File: src/rtl/pipe_pkg.sv
// Shared definitions for the inter-stage pipeline registers: bundle field
// widths, pack offsets per stage boundary, and the skid-stage state encoding.
package pipe_pkg;

  localparam int XLEN       = 32;
  localparam int REG_AW     = 5;
  localparam int WB_SEL_W   = 2;
  localparam int ALU_CTRL_W = 4;

  // Encoding doubles as the occupancy count.
  typedef enum logic [1:0] {
    ST_EMPTY = 2'd0,
    ST_ONE   = 2'd1,
    ST_TWO   = 2'd2
  } skid_state_e;

  // F/D: ctrl {pred_taken}, data {instr, pc, pc4}
  localparam int FD_CTRL_W    = 1;
  localparam int FD_DATA_W    = 3 * XLEN;
  localparam int FD_PC4_LSB   = 0;
  localparam int FD_PC_LSB    = XLEN;
  localparam int FD_INSTR_LSB = 2 * XLEN;

  // D/E: ctrl {we_rf, we_dmem, wb[1:0], alu_ctrl[3:0], alu_src, branch, jump}
  //      data {rd1, rd2, imm, rd, pc, pc4}
  localparam int DE_CTRL_W       = 7 + ALU_CTRL_W;
  localparam int DE_JUMP_LSB     = 0;
  localparam int DE_BRANCH_LSB   = 1;
  localparam int DE_ALU_SRC_LSB  = 2;
  localparam int DE_ALU_CTRL_LSB = 3;
  localparam int DE_WB_LSB       = DE_ALU_CTRL_LSB + ALU_CTRL_W;
  localparam int DE_WE_DMEM_LSB  = DE_WB_LSB + WB_SEL_W;
  localparam int DE_WE_RF_LSB    = DE_WE_DMEM_LSB + 1;
  localparam int DE_DATA_W       = 5 * XLEN + REG_AW;
  localparam int DE_PC4_LSB      = 0;
  localparam int DE_PC_LSB       = XLEN;
  localparam int DE_RD_LSB       = 2 * XLEN;
  localparam int DE_IMM_LSB      = DE_RD_LSB + REG_AW;
  localparam int DE_RD2_LSB      = DE_IMM_LSB + XLEN;
  localparam int DE_RD1_LSB      = DE_RD2_LSB + XLEN;

  // E/M: ctrl {we_rf, we_dmem, wb[1:0]}, data {alu_rsl, imm_extended, wd, rd, pc4}
  localparam int EM_CTRL_W      = 2 + WB_SEL_W;
  localparam int EM_WB_LSB      = 0;
  localparam int EM_WE_DMEM_LSB = WB_SEL_W;
  localparam int EM_WE_RF_LSB   = WB_SEL_W + 1;
  localparam int EM_DATA_W      = 4 * XLEN + REG_AW;
  localparam int EM_PC4_LSB     = 0;
  localparam int EM_RD_LSB      = XLEN;
  localparam int EM_WD_LSB      = EM_RD_LSB + REG_AW;
  localparam int EM_IMM_LSB     = EM_WD_LSB + XLEN;
  localparam int EM_ALU_LSB     = EM_IMM_LSB + XLEN;

  // M/W: ctrl {we_rf, wb[1:0]}, data {alu_rsl, rdata, imm_extended, rd, pc4}
  localparam int MW_CTRL_W    = 1 + WB_SEL_W;
  localparam int MW_WB_LSB    = 0;
  localparam int MW_WE_RF_LSB = WB_SEL_W;
  localparam int MW_DATA_W    = 4 * XLEN + REG_AW;
  localparam int MW_PC4_LSB   = 0;
  localparam int MW_RD_LSB    = XLEN;
  localparam int MW_IMM_LSB   = MW_RD_LSB + REG_AW;
  localparam int MW_RDATA_LSB = MW_IMM_LSB + XLEN;
  localparam int MW_ALU_LSB   = MW_RDATA_LSB + XLEN;

  function automatic logic [EM_CTRL_W-1:0] em_ctrl_pack(input logic we_rf,
                                                        input logic we_dmem,
                                                        input logic [WB_SEL_W-1:0] wb);
    return {we_rf, we_dmem, wb};
  endfunction

endpackage

File: src/rtl/pipe_stage_skid.sv
// Valid/ready pipeline-stage register with flush, bubble ctrl squashing and an
// optional second (skid) slot that lets in_ready come straight from a flop.
module pipe_stage_skid
  import pipe_pkg::*;
#(
  parameter int          CTRL_W = EM_CTRL_W,
  parameter int          DATA_W = EM_DATA_W,
  parameter int unsigned SKID   = 1
) (
  input  logic              clk,
  input  logic              rst_n,
  input  logic              flush_i,
  input  logic              in_valid,
  output logic              in_ready,
  input  logic [CTRL_W-1:0] in_ctrl,
  input  logic [DATA_W-1:0] in_data,
  output logic              out_valid,
  input  logic              out_ready,
  output logic [CTRL_W-1:0] out_ctrl,
  output logic [DATA_W-1:0] out_data,
  output logic [1:0]        occ
);

  localparam int NSLOT = (SKID != 0) ? 2 : 1;

  skid_state_e       state_q, state_d;
  logic [CTRL_W-1:0] slot_ctrl_q [NSLOT];
  logic [DATA_W-1:0] slot_data_q [NSLOT];
  logic [NSLOT-1:0]  slot_ld;
  logic              from_skid;
  logic              accept, deliver;

  assign accept  = in_valid && in_ready;
  assign deliver = out_valid && out_ready;

  // With one slot, ONE+accept always coincides with deliver, so TWO is unreachable.
  always_comb begin
    state_d   = state_q;
    slot_ld   = '0;
    from_skid = 1'b0;
    unique case (state_q)
      ST_EMPTY: begin
        if (accept) begin
          state_d    = ST_ONE;
          slot_ld[0] = 1'b1;
        end
      end
      ST_ONE: begin
        if (accept && deliver) begin
          slot_ld[0] = 1'b1;
        end else if (accept) begin
          state_d          = ST_TWO;
          slot_ld[NSLOT-1] = 1'b1;
        end else if (deliver) begin
          state_d = ST_EMPTY;
        end
      end
      ST_TWO: begin
        if (deliver) begin
          state_d    = ST_ONE;
          slot_ld[0] = 1'b1;
          from_skid  = 1'b1;
        end
      end
      default: state_d = ST_EMPTY;
    endcase
    // Flush leaves slot contents alone: out_data is don't-care in a bubble.
    if (flush_i) begin
      state_d = ST_EMPTY;
      slot_ld = '0;
    end
  end

  always_ff @(posedge clk) begin
    if (!rst_n) state_q <= ST_EMPTY;
    else        state_q <= state_d;
  end

  for (genvar gi = 0; gi < NSLOT; gi++) begin : g_slot
    always_ff @(posedge clk) begin
      if (!rst_n) begin
        slot_ctrl_q[gi] <= '0;
        slot_data_q[gi] <= '0;
      end else if (slot_ld[gi]) begin
        if (gi == 0 && from_skid) begin
          slot_ctrl_q[gi] <= slot_ctrl_q[NSLOT-1];
          slot_data_q[gi] <= slot_data_q[NSLOT-1];
        end else begin
          slot_ctrl_q[gi] <= in_ctrl;
          slot_data_q[gi] <= in_data;
        end
      end
    end
  end

  if (SKID != 0) begin : g_rdy_reg
    logic in_ready_q;
    always_ff @(posedge clk) begin
      if (!rst_n) in_ready_q <= 1'b1;
      else        in_ready_q <= (state_d != ST_TWO);
    end
    assign in_ready = in_ready_q;
  end else begin : g_rdy_comb
    assign in_ready = (state_q == ST_EMPTY) || out_ready;
  end

  assign out_valid = (state_q != ST_EMPTY);
  assign out_ctrl  = slot_ctrl_q[0] & {CTRL_W{out_valid}};
  assign out_data  = slot_data_q[0];
  assign occ       = 2'(state_q);

endmodule

File: config.mk
export PLATFORM = sky130hd
export DESIGN_NAME = pipe_stage_skid
export DESIGN_NICKNAME = d
export VERILOG_FILES = /design/src/rtl/pipe_pkg.sv /design/src/rtl/pipe_stage_skid.sv
export SDC_FILE = /design/constraint.sdc
export NUM_CORES = 1
export LEC_CHECK = 0
export ABC_AREA = 0
export CAP_MARGIN = 20
export CORE_MARGIN = 3
export CORE_UTILIZATION = 45
export DETAILED_ROUTE_END_ITERATION = 8
export GPL_TIMING_DRIVEN = 0
export PLACE_DENSITY = 0.75
export REMOVE_ABC_BUFFERS = 1
export SLEW_MARGIN = 20
export SYNTH_ARGS = -nofsm -noshare
export SYNTH_HDL_FRONTEND = slang
export SYNTH_SLANG_ARGS = --single-unit
File: constraint.sdc
create_clock -name clk -period 8.1 [get_ports clk]
set_clock_uncertainty 0.05 [all_clocks]
set_input_delay 0.81 -clock clk [delete_from_list [all_inputs] [get_ports clk]]
set_output_delay 0.81 -clock clk [all_outputs]
set_load 0.02 [all_outputs]
==> results of run 1 <==
-- flip-flops by register name, summed over array words and instances, names as in the netlist --
signal / count
slot_ctrl_q: 8
in_ready: 1
occ: 2
slot_data_q: 266
-- cells by family (layout without fill, tap and decap cells) --
logic type / after synthesis / in the layout
AOI/OAI and AO/OA: 143 / 143
other: 0 / 2
DFF: 277 / 277
and+or+nand+nor: 430 / 430
muxes: 1 / 1
buffers and inverters: 62 / 379
-- worst max-delay path: stages --
cell and delay (ps):
clkdlybuf4s50_1 700, and3b_4 690, buf_12 310, a31oi_1 110
o211ai_1 610, buf_4 280, buf_4 180, buf_4 200
buf_4 200, buf_4 190
-- cells in the final DEF (no fill, tap or decap), types with 2 or more instances in the layout --
cell,n
clkdlybuf4s50_1,282
nand2_1,275
edfxtp_1,274
a21oi_1,138
and2_1,137
clkbuf_16,29
buf_4,20
clkbuf_1,9
clkinv_2,7
buf_16,7
clkinv_1,6
buf_6,6
buf_12,5
buf_8,5
and2b_1,3
nor2b_1,3
dfxtp_1,3
diode_2,2
nor2_1,2
inv_1,2
nand2b_1,2
-- through the flow --
step	cells	util	setup WS, ps	total power [mW]
CTS	1554	0.637	3950	3.27
floorplan	853	-	-2470	1.87
finish	1556	0.637	3980	3.24
detailed placement	1502	0.604	3410	2.09
global placement	1459	0.579	-9100	2.10
global route	1556	0.637	3750	3.36
-- cell type report --
type / instances / area (µm²)
diodes: 2 / 5.00
clock buffers: 38 / 759
clock inverters: 14 / 66.3
fillers: 1948 / 8950
well taps: 324 / 405
repair buffers: 325 / 3410
multi-input cells: 574 / 2790
inverters: 2 / 7.51
flip-flops and latches: 277 / 8290
-- report_power, final --
| part | internal (mW) | total [mW] | switching [mW] |
|---|---|---|---|
| registers | 1.66 | 1.69 | 0.0232 |
| logic | 0.184 | 0.373 | 0.189 |
| clock network | 0.655 | 1.18 | 0.530 |
-- per-layer routing --
layer / vias to the layer above / wire, µm
met5: - / 13
met3: 52 / 2730
met2: 308 / 13200
met1: 3713 / 11500
met4: 2 / 739
li1: 3757 / -
-- final timing paths --
kind,start,to,slack (ps),cells after the start
max,out_ready,slot_data_q[0][85]$_DFFE_PP_,3980,10
min,slot_data_q[1][44]$_SDFFCE_PN0P_,slot_data_q[0][44]$_DFFE_PP_,530,2
max reg2reg,occ[1]$_SDFF_PN0_,slot_data_q[0][85]$_DFFE_PP_,4490,9
min reg2reg,slot_data_q[1][44]$_SDFFCE_PN0P_,slot_data_q[0][44]$_DFFE_PP_,530,2
==> results_dict.tcl, run 1 <==
set metrics [dict create \
    yosys_warnings 0 \
    drive_gt1_frac 0.0691 \
    antenna_found_initial 3 \
    hold_viol 0 \
    cts_tree "yes" \
    wl_per_cell_um 18.1 \
    grtUsageMet1 0.273 \
    setup_viol_count_final 0 \
    die_y_um 166 \
    synth_top_family_by_area "simple AND/OR/NAND/NOR gates" \
    vias 7832 \
    met3_usage 0.0662 \
    syn_to_final_growth_pct 36.9 \
    cp-end-kind "register" \
    path_class "in -> reg" \
    worstSetupStartpointType "input pin" \
    root_buffer "clkbuf_16" \
    ir_worst_vdd_mv 0.157 \
    finalSetupTns_ps 0 \
    arrival_ps 4310 \
    synth_mux_area_frac 0.000871 \
    grt-ovfl-total 0 \
    drc 0 \
    grt_use_met2 0.313 \
    gp_congestion 0.753 \
    ys_top_cells_by_area "edfxtp_1 72%, nand2_1 9.0%, and2_1 7.5%" \
    synth_edf_count 274 \
    required_ps 8290 \
    rows 57 \
    cts_hold_buf 0 \
    yosysMostFrequentCell "nand2_1" \
    fp.dieW_um 166 \
    cts.clk_slew.worst_paths_ps 60 \
    maxCapViolCount 0 \
    hold_ws_ps 532 \
    netlist_area_mm2 0.0115 \
    drtIter0Drc 732 \
    synth-xor-area-share 0 \
    synthSimpleGateAreaFrac 0.176 \
    max_freq_mhz 242 \
    min_period_ps 4120 \
    wl_um 28200 \
    drv_slew 0 \
    stdcell_area_mm2 0.0157 \
    outcome "finished, final reports clean" \
    power_density_mw_per_mm2 206 \
    ys_async_sr_fraction 0 \
    cts_buffers 29 \
    synthCells 913 \
    grtUsageTotal 0.200 \
    clockBufferDepth 3 \
    htreeDepth 1 \
    relSlewSlack 0.529 \
    post-dp-hpwl_um 18600 \
    drtPass1Iterations 5 \
    tightest_slew_ps 704 \
    nNetsFinal 1351 \
    synth_compound_area_frac 0.0640 \
    ios 283 \
    die_area_mm2 0.0275 \
    start_util 0.466 \
    core_mm2 0.0247 \
    finalCritPeriodShare 0.509 \
    worst_hold_path_type "reg -> reg" \
    synth_flop_cell "edfxtp_1" \
    synth_adder_area_share 0 \
    postSynthAreaPerCell_um2 12.6 \
    grt_setup_unrepaired "false" \
    viasPerCell 5.03 \
    seq_area_frac_synth 0.721 \
    yosys.cell_types.count 29 \
    synth_common_cells "275 x nand2_1, 274 x edfxtp_1, 138 x a21oi_1, 137 x and2_1, 17 x buf_6" \
    dpl-instance-area_mm2 0.0149 \
    post_cts.repair.setup_buffers 0 \
    worst_skew_pair.late_latency_ps 530 \
    yosysTopAreaCell "edfxtp_1" \
    grt_max_degree 65 \
    port-buffer-count 282 \
    synth_seq_cells 277 \
    p_leak_nw 6.00 \
    grt_pass1_wl_um 44800 \
    worstPathMaxFanout 49 \
    grt_pass1_vias 7880 \
    synth_top_area_share 0.716 \
    antenna_left 0 \
    postCtsResizedCells 0 \
    top_usage_layer "met2" \
    clock-sinks 277 \
]
(Power assumes the default switching activity.)
==> run 2: changes to the inputs <==
- CORE_UTILIZATION: 45 -> 50
- PLACE_DENSITY: 0.75 -> 0.79
- clock period: 8.1 -> 4.1 ns (I/O delays scaled with it)
==> results_dict.tcl, run 2 (synthesized netlist as in run 1, its figures left out) <==
set metrics [dict create \
    p_int_mw 5.24 \
    ios 283 \
    clock-sinks 277 \
    vias 7947 \
    cp-end-kind "register" \
    antenna_left 0 \
    cts_tree "yes" \
    die_y_um 158 \
    worstSetupStartpointType "input pin" \
    final_util 0.712 \
    port-buffer-count 282 \
    min_from "in_data[114]" \
    maxCapViolCount 0 \
    min_period_ps 3590 \
    hold_path_depth 2 \
    die_area_mm2 0.0248 \
    post_cts.repair.setup_buffers 0 \
    register_area_mm2 0.00829 \
    viasPerCell 5.25 \
    top_register "slot_data_q" \
    switching_share 0.219 \
    switchingPower_mw 1.47 \
    setup_viol_count_final 0 \
    max_freq_mhz 279 \
    dpl-instance-area_mm2 0.0149 \
    drc 0 \
    arrival_ps 3780 \
    drive_gt1_frac 0.0731 \
    worst_skew_pair.late_latency_ps 540 \
    multi_input_area_mm2 0.00279 \
    post-dp-hpwl_um 18300 \
    drtIter0Drc 467 \
    required_ps 4300 \
    power_density_mw_per_mm2 424 \
    final_cell_mix "282 x clkdlybuf4s50_1, 275 x nand2_1, 274 x edfxtp_1" \
    max_stage_delay_ps 720 \
    htreeDepth 1 \
    syn_to_final_growth_pct 37.9 \
    tightest_slew_ps 601 \
    power_frac_comb 0.110 \
    drtPass1Iterations 5 \
    grt_pass1_wl_um 43300 \
    relSlewSlack 0.598 \
    grt_pass1_vias 8000 \
    largest_reg_flops 266 \
    p_leak_nw 6.07 \
    core_mm2 0.0222 \
    clkPwrFrac 0.394 \
    outcome "finished, final reports clean" \
    finalSetupTns_ps 0 \
    stdcell_area_mm2 0.0158 \
    dp_slack_ps -17.0 \
    antenna_found_initial 1 \
    nFillCells 1511 \
    slowest_stage "clkdlybuf4s50_1" \
    hold_viol 0 \
    wl_um 27800 \
    cpMostUsedCell "buf_4" \
    r2r-end "slot_data_q[0][91]$_DFFE_PP_" \
    path_class "in -> reg" \
    crit_chain "clkdlybuf4s50_1 > and3b_4 > a31oi_1 > o211ai_1 > buf_4 > buf_4 > buf_4 > buf_4 > buf_4 > buf_4 > buf_4" \
    wl_per_cell_um 18.4 \
    cts.clk_slew.worst_paths_ps 60 \
    grt-ovfl-total 0 \
    nNetsFinal 1351 \
    cts_buffers 30 \
    min_to "slot_data_q[1][114]$_SDFFCE_PN0P_" \
    layout_commonest_cell "clkdlybuf4s50_1" \
    start_util 0.517 \
    postCtsResizedCells 0 \
    ir_worst_vdd_mv 0.321 \
    reg2reg_from "occ[1]$_SDFF_PN0_" \
    grt_setup_unrepaired "false" \
    clockBufferDepth 3 \
    root_buffer "clkbuf_16" \
    drv_slew 0 \
    grtUsageTotal 0.219 \
    finalCritPeriodShare 0.875 \
    rrSetupSlack_ps 620 \
    fp.dieW_um 158 \
    cts_hold_buf 0 \
    gp_congestion 0.829 \
    setup_ws_ps 512 \
    power_frac_seq 0.497 \
    rows 54 \
    worst_hold_path_type "in -> reg" \
    ff2ff_path_depth 10 \
    grt_max_degree 69 \
    worstPathMaxFanout 31 \
]
## run 2: cell count changes in the layout (fill, tap and decap cells not counted), sizes merged
| cell | before | now |
|---|---|---|
| clkbuf | 38 | 45 |
| clkinv | 14 | 7 |
| bufinv | 0 | 2 |
| buf | 43 | 42 |
| clkinvlp | 0 | 1 |
| diode | 2 | 1 |
## run 2: stage by stage
| stage | hold slack (ps) | cells | power (mW) |
|---|---|---|---|
| 5_1_grt | 491 | 1513 | 6.93 |
| 3_3_place_gp | 507 | 1415 | 4.13 |
| 4_1_cts | 478 | 1512 | 6.77 |
| 2_1_floorplan | 439 | 853 | 3.69 |
| 6_report | 504 | 1513 | 6.71 |
| 3_5_place_dp | 516 | 1457 | 4.13 |
## run 2: power by group through the flow
stage               Sequential (mW)  Clock [mW]  Combinational [mW]
CTS                            3.33        2.69               0.743
floorplan                      3.56           0               0.136
detailed placement             3.39           0               0.736
global route                   3.35        2.80               0.783
global placement               3.44           0               0.689
finish                         3.33        2.64               0.737
## run 2: area by class of cell
cell class,count,share of cell area
clock buffer,45,0.0555
antenna,1,0.000158
multi-input combinational,574,0.176
timing repair buffer,324,0.216
tap,280,0.0221
clock inverter,10,0.00624
sequential,277,0.523
inverter,2,0.000474
## run 2: worst max path at each step
stage	from	end	slack [ps]	depth (start not counted)
finish	out_ready	slot_data_q[0][91]$_DFFE_PP_	510	11
global route	out_ready	slot_data_q[0][82]$_DFFE_PP_	330	11
CTS	out_ready	slot_data_q[0][82]$_DFFE_PP_	540	11
detailed placement	out_ready	slot_data_q[0][103]$_DFFE_PP_	-20	11
global placement	out_ready	slot_data_q[0][112]$_DFFE_PP_	-12070	4
floorplan	occ[1]$_SDFF_PN0_	slot_ctrl_q[0][0]$_DFFE_PP_	-6240	3
## run 2: worst max-delay path, delay by kind of cell
family                 cells  cell delay [ps]
buffers and inverters      8             2090
AO/OA/AOI/OAI              2              670
AND/OR/NAND/NOR            1              590
## run 2: per-layer routing
| metal | track usage | vias up | wire [µm] |
|---|---|---|---|
| li1 | - | 3759 | - |
| met1 | 0.283 | 3836 | 10700 |
| met2 | 0.363 | 303 | 13700 |
| met3 | 0.0678 | 49 | 2550 |
| met4 | 0.0616 | 0 | 801 |
| met5 | 0 | - | 0 |
